`config.mk`:
```
export PLATFORM = sky130hd
export DESIGN_NAME = pc_unit
export DESIGN_NICKNAME = d
export VERILOG_FILES = /design/src/rtl/pc_unit.sv
export SDC_FILE = /design/constraint.sdc
export NUM_CORES = 1
export LEC_CHECK = 0
export CAP_MARGIN = 5
export CELL_PAD_IN_SITES_DETAIL_PLACEMENT = 2
export CELL_PAD_IN_SITES_GLOBAL_PLACEMENT = 2
export CORE_MARGIN = 3
export CORE_UTILIZATION = 28
export DETAILED_ROUTE_END_ITERATION = 16
export PLACE_DENSITY = 0.85
export SKIP_CTS_REPAIR_TIMING = 1
export SLEW_MARGIN = 20
export SYNTH_ARGS = -nofsm -noshare
export SYNTH_HDL_FRONTEND = slang
export SYNTH_SLANG_ARGS = --single-unit
```
`constraint.sdc`:
```
create_clock -name clk -period 4.3 [get_ports clk]
set_input_delay 1.075 -clock clk [delete_from_list [all_inputs] [get_ports clk]]
set_output_delay 1.075 -clock clk [all_outputs]
set_load 0.1 [all_outputs]
```
`src/rtl/pc_unit.sv`:
```
// Registered MIPS program counter: sequential/branch/jump/jr flow, stall-deferred redirects,
// exception entry with EPC and eret. Optional misaligned-target check under PC_ALIGN_CHECK_EN.
module pc_unit #(
    parameter int          ADDR_BITS    = 32,
    parameter logic [31:0] RESET_VECTOR = 32'hBFC0_0000,
    parameter logic [31:0] EXC_VECTOR   = 32'hBFC0_0380
) (
    input  logic                 clk,
    input  logic                 resetn,
    input  logic                 stall,
    input  logic                 pcsel,
    input  logic                 jmp,
    input  logic                 jr,
    input  logic [15:0]          imm_16,
    input  logic [25:0]          imm_26,
    input  logic [31:0]          regfile_out1,
    input  logic                 exc_req,
    input  logic [ADDR_BITS-1:0] exc_pc,
    input  logic                 eret,
    output logic [ADDR_BITS-1:0] pc,
    output logic [ADDR_BITS-1:0] pc_plus4,
    output logic [ADDR_BITS-1:0] epc,
    output logic                 redirect_pending,
    output logic                 addr_err
);
    localparam logic [ADDR_BITS-1:0] RST_PC = RESET_VECTOR[ADDR_BITS-1:0];
    localparam logic [ADDR_BITS-1:0] EXC_PC = EXC_VECTOR[ADDR_BITS-1:0];

    logic [ADDR_BITS-1:0] r_pc;
    logic [ADDR_BITS-1:0] r_epc;
    logic [ADDR_BITS-1:0] r_ptgt;
    logic                 r_pend;

    logic [ADDR_BITS-1:0] w_pc_plus4;
    logic [31:0]          w_br_off;
    logic [ADDR_BITS-1:0] w_br_tgt;
    logic [ADDR_BITS-1:0] w_j_tgt;
    logic [ADDR_BITS-1:0] w_jr_tgt;
    logic [ADDR_BITS-1:0] w_tgt;
    logic                 w_req;
    logic                 w_fault;

    assign w_pc_plus4 = r_pc + ADDR_BITS'(4);
    assign w_br_off   = {{14{imm_16[15]}}, imm_16, 2'b00};
    assign w_br_tgt   = w_pc_plus4 + w_br_off[ADDR_BITS-1:0];
    assign w_j_tgt    = {w_pc_plus4[ADDR_BITS-1:28], imm_26, 2'b00};
    assign w_jr_tgt   = regfile_out1[ADDR_BITS-1:0];
    assign w_req      = jmp | pcsel;

    // jmp outranks pcsel; jr only qualifies a jmp
    always_comb begin
        w_tgt = w_br_tgt;
        if (jmp && jr)
            w_tgt = w_jr_tgt;
        else if (jmp)
            w_tgt = w_j_tgt;
    end

`ifdef PC_ALIGN_CHECK_EN
    logic [ADDR_BITS-1:0] w_fault_addr;
    logic                 r_addr_err;
    // Only jr/eret targets can be misaligned; branch and jump targets are word-built
    assign w_fault_addr = eret ? r_epc : w_jr_tgt;
    assign w_fault      = ~exc_req & (eret ? (|r_epc[1:0]) : (jmp & jr & (|w_jr_tgt[1:0])));
    assign addr_err     = r_addr_err;
`else
    assign w_fault      = 1'b0;
    assign addr_err     = 1'b0;
`endif

    always_ff @(posedge clk or negedge resetn) begin
        if (!resetn) begin
            r_pc   <= RST_PC;
            r_epc  <= '0;
            r_ptgt <= '0;
            r_pend <= 1'b0;
`ifdef PC_ALIGN_CHECK_EN
            r_addr_err <= 1'b0;
`endif
        end else begin
`ifdef PC_ALIGN_CHECK_EN
            r_addr_err <= w_fault;
`endif
            if (exc_req) begin
                r_pc   <= EXC_PC;
                r_epc  <= exc_pc;
                r_pend <= 1'b0;
`ifdef PC_ALIGN_CHECK_EN
            end else if (w_fault) begin
                r_pc   <= EXC_PC;
                r_epc  <= w_fault_addr;
                r_pend <= 1'b0;
`endif
            end else if (eret) begin
                r_pc   <= r_epc;
                r_pend <= 1'b0;
            end else if (w_req) begin
                if (stall) begin
                    // latest request within a stall overwrites the held target
                    r_ptgt <= w_tgt;
                    r_pend <= 1'b1;
                end else begin
                    r_pc   <= w_tgt;
                    r_pend <= 1'b0;
                end
            end else if (!stall) begin
                r_pc   <= r_pend ? r_ptgt : w_pc_plus4;
                r_pend <= 1'b0;
            end
        end
    end

    assign pc               = r_pc;
    assign pc_plus4         = w_pc_plus4;
    assign epc              = r_epc;
    assign redirect_pending = r_pend;
endmodule

```
==> impl_metrics.csv, run 1 <==
group,metric,value,unit
sta,min_period,4.10,ns
sta,post-route-period-util,95.3,%
clock_network,numCtsBuffers,9,
yosys,synthTopCellsByArea,"dfrtp_1 29%, mux2_2 6.9%, ha_1 6.1%",
sta,worst_hold_slack,0.496,ns
setup_path,crit_type,"flip-flop to flip-flop",
yosys,syn-cell-area,7540,um^2
yosys,synthCells,878,
setup_path,cp.arrival,4.34,ns
pwr,seqPwrFrac,30.7,%
sta,tightest_slew,1.04,ns
yosys,ys_seq_elements,97,
pwr,netSwitchingFraction,47.4,%
placed_design,io_buffers,210,
setup_path,worstPathMaxFanout,7,
pwr,p_switching,1.87,mW
run,maxCapViolCount,0,
sta,slew_headroom,30.3,%
yosys,async_flop_share,100,%
cells_and_area,nets,1226,
sta,finalSetupViolCount,0,
pwr,power.density,362,nW/um^2
route,vias,7910,
setup_path,ff2ff_setup_slack,0.20,ns
placed_design,gp_congestion,0.848,
yosys,synthTopCellsByCount,"96 x nand2_1, 88 x dfrtp_1, 82 x nor2_1, 74 x a21oi_1, 57 x o21ai_0",
yosys,yosysWarnings,0,
placed_design,hpwl,27100,um
route,remaining_drc_errors,0,
pwr,power,3.95,mW
floorplanning,initial_core_util,28.7,%
yosys,synth_enable_flop_cells,0,
global_route,grt_use_total,23.9,%
sta,fmax,244,MHz
sta,rsz0062_at_grt,"true",
yosys,yosysTopAreaCell,"dfrtp_1",
floorplanning,row_count,59,
pwr,ir_drop,0.190,mV
setup_path,crit_required,4.54,ns
yosys,syn_nets,1030,
clock_network,h-tree-depth,3,
floorplanning,die_h,170,um
pwr,p_leak,4.40,nW
setup_path,crit_slowest_cell,"dfrtp_4",
cells_and_area,utilization,41.6,%
clock_network,clock-root-buffer,"clkbuf_16",
hold_path,hp-class,"flip-flop to flip-flop",
clock_network,cts_num_sinks,97,
route,via_per_inst,5.59,
route,drt_iter0_drc,449,
cells_and_area,seq_area,2500,um^2
yosys,synth_top_area_share,29.2,%
cells_and_area,fill_cells,2872,
run_status,outcome,"completed",
sta,fin_skew,0.0141,ns
sta,maxSlewViolCount,0,
global_route,grt_pass1_wl,53700,um
yosys,avgSynthCellArea,8.59,um^2
pwr,internal_power,2.08,mW
yosys,synth_cell_types,62,
setup_path,critPathMaxStageDelay,0.46,ns
pwr,clockPowerShare,21.7,%
floorplanning,fp.coreArea,26300,um^2
yosys,ys_seq_area_share,32.3,%
setup_path,end_kind,"flip-flop",
clock_network,clk_pin_slew,0.08,ns
global_route,globalRouteOverflowTotal,0,
clock_network,insertion_delay,0.36,ns
route,routed_wl,34600,um
floorplanning,io_pins,212,
route,wire_per_inst,24.5,um
clock_network,cts_tree,"built",
route,antenna_left,0,
yosys,yosysMostFrequentCell,"nand2_1",
clock_network,clk_path_buf_depth,2,
cells_and_area,multiInputGateArea,5370,um^2
cells_and_area,synthToLayoutAreaGrowth,44.8,%
setup_path,crit_chain,"ha_4 > and4_4 > nand3_4 > or2_4 > nor2_4 > xor2_4 > ha_4 > nand2_1 > nor3_1 > nand3_1 > o31a_1 > o31ai_4 > nand2_1 > a21oi_2 > nor4_1 > or3_1",
floorplanning,die_x,170,um
route,first_pass_iters,5,
sta,hold_violations,0,
global_route,antenna_found_initial,1,
global_route,grt_max_degree,55,
setup_path,cp-start-kind,"flip-flop",
cells_and_area,drive_above_1_share,19.8,%
global_route,first_global_vias,8670,
yosys,ys.flop_type,"dfrtp_1",
floorplanning,die-area,29000,um^2
pwr,combPwrFrac,47.7,%
worst max-delay path: cells and delay by family, from the launching register on:
| family | cells | cell delay (ns) |
|---|---|---|
| AOI/OAI and AO/OA | 3 | 0.98 |
| xor gates and xnor gates | 1 | 0.24 |
| adders and majority gates | 2 | 0.38 |
| DFF | 1 | 0.46 |
| and+or+nand+nor | 10 | 1.91 |
path summary, 6_finish.rpt:
kind                            from         end  cells past startpoint
hold / removal             r_ptgt[7]   r_ptgt[7]                      2
setup reg to reg               pc[2]  r_ptgt[31]                     16
min in group asynchronous     resetn  r_ptgt[29]                      1
setup / recovery               pc[2]  r_ptgt[31]                     16
hold reg to reg            r_ptgt[7]   r_ptgt[7]                      2
max in group asynchronous     resetn      pc[31]                      2
cells in the final DEF (no fill, tap or decap), drive strengths merged, types with 8 or more instances in the layout:
cell and n:
o21a 11, o21ai 57, o211ai 20, nand2b 12
and3 10, nor2b 13, buf 62, mux2 46
dfrtp 88, xor2 15, inv 24, nor3 25
dfstp 9, a31oi 9, mux2i 34, nor2 82
a211oi 13, a21oi 74, a21o 10, nand2 96
nand3 13, xnor2 36, nand4 10, clkbuf 9
ha 37, clkdlybuf4s50 176, and4 8
registers in the layout (all words and copies together) (netlist names):
register	cells
epc	32
pc	32
r_ptgt	32
redirect_pending	1
power groups by stage:
stage | clock (mW) | sequential (mW) | combinational [mW]
floorplan | 0 | 1.60 | 0.876
global placement | 0 | 1.21 | 1.81
detailed placement | 0 | 1.22 | 1.86
CTS | 0.883 | 1.21 | 1.88
global route | 0.920 | 1.23 | 2.00
finish | 0.856 | 1.21 | 1.88
final cells by class:
type | count | area share, %
Inverter | 20 | 0.687
Clock inverter | 7 | 0.756
Timing Repair Buffer | 238 | 20.6
Sequential cell | 97 | 22.9
Clock buffer | 9 | 2.06
Antenna cell | 1 | 0.0229
Tap cell | 335 | 3.84
Multi-Input combinational cell | 708 | 49.1
cell families after synthesis:
| kind of cell | after synthesis | synth area share [%] |
|---|---|---|
| DFF | 97 | 32.3 |
| AOI/OAI and AO/OA | 244 | 20.5 |
| adders and majority gates | 38 | 6.40 |
| xor gates and xnor gates | 51 | 6.17 |
| buffers and inverters | 73 | 4.23 |
| and+or+nand+nor | 294 | 19.0 |
| muxes | 80 | 11.4 |
| other | 1 | 0.0497 |
stage by stage:
step / worst slack [ns] / area [um^2] / setup TNS (ns) / cells
floorplan: -0.00347 / 8150 / -0.00347 / 878
detailed placement: 0.0250 / 10600 / 0 / 1398
global route: -0.0142 / 10900 / -0.0142 / 1415
global placement: 0.119 / 10600 / 0 / 1398
CTS: 0.0656 / 10900 / 0 / 1414
finish: 0.202 / 10900 / 0 / 1415
per-layer routing:
metal | GRT usage [%] | wire length, um | vias up
li1 | - | - | 3573
met3 | 4.79 | 2380 | 51
met5 | 0 | 0 | -
met2 | 36.5 | 15500 | 278
met1 | 34.1 | 15900 | 4008
met4 | 7.69 | 872 | 0
(Power assumes the default switching activity.)
==> inputs of run 2 (changes only) <==
HOLD_SLACK_MARGIN = 0.12   (was unset)
TNS_END_PERCENT = 30   (was unset)
==> results of run 2 <==
Same layout as run 1: the final DEF is identical, and so are final timing and power.
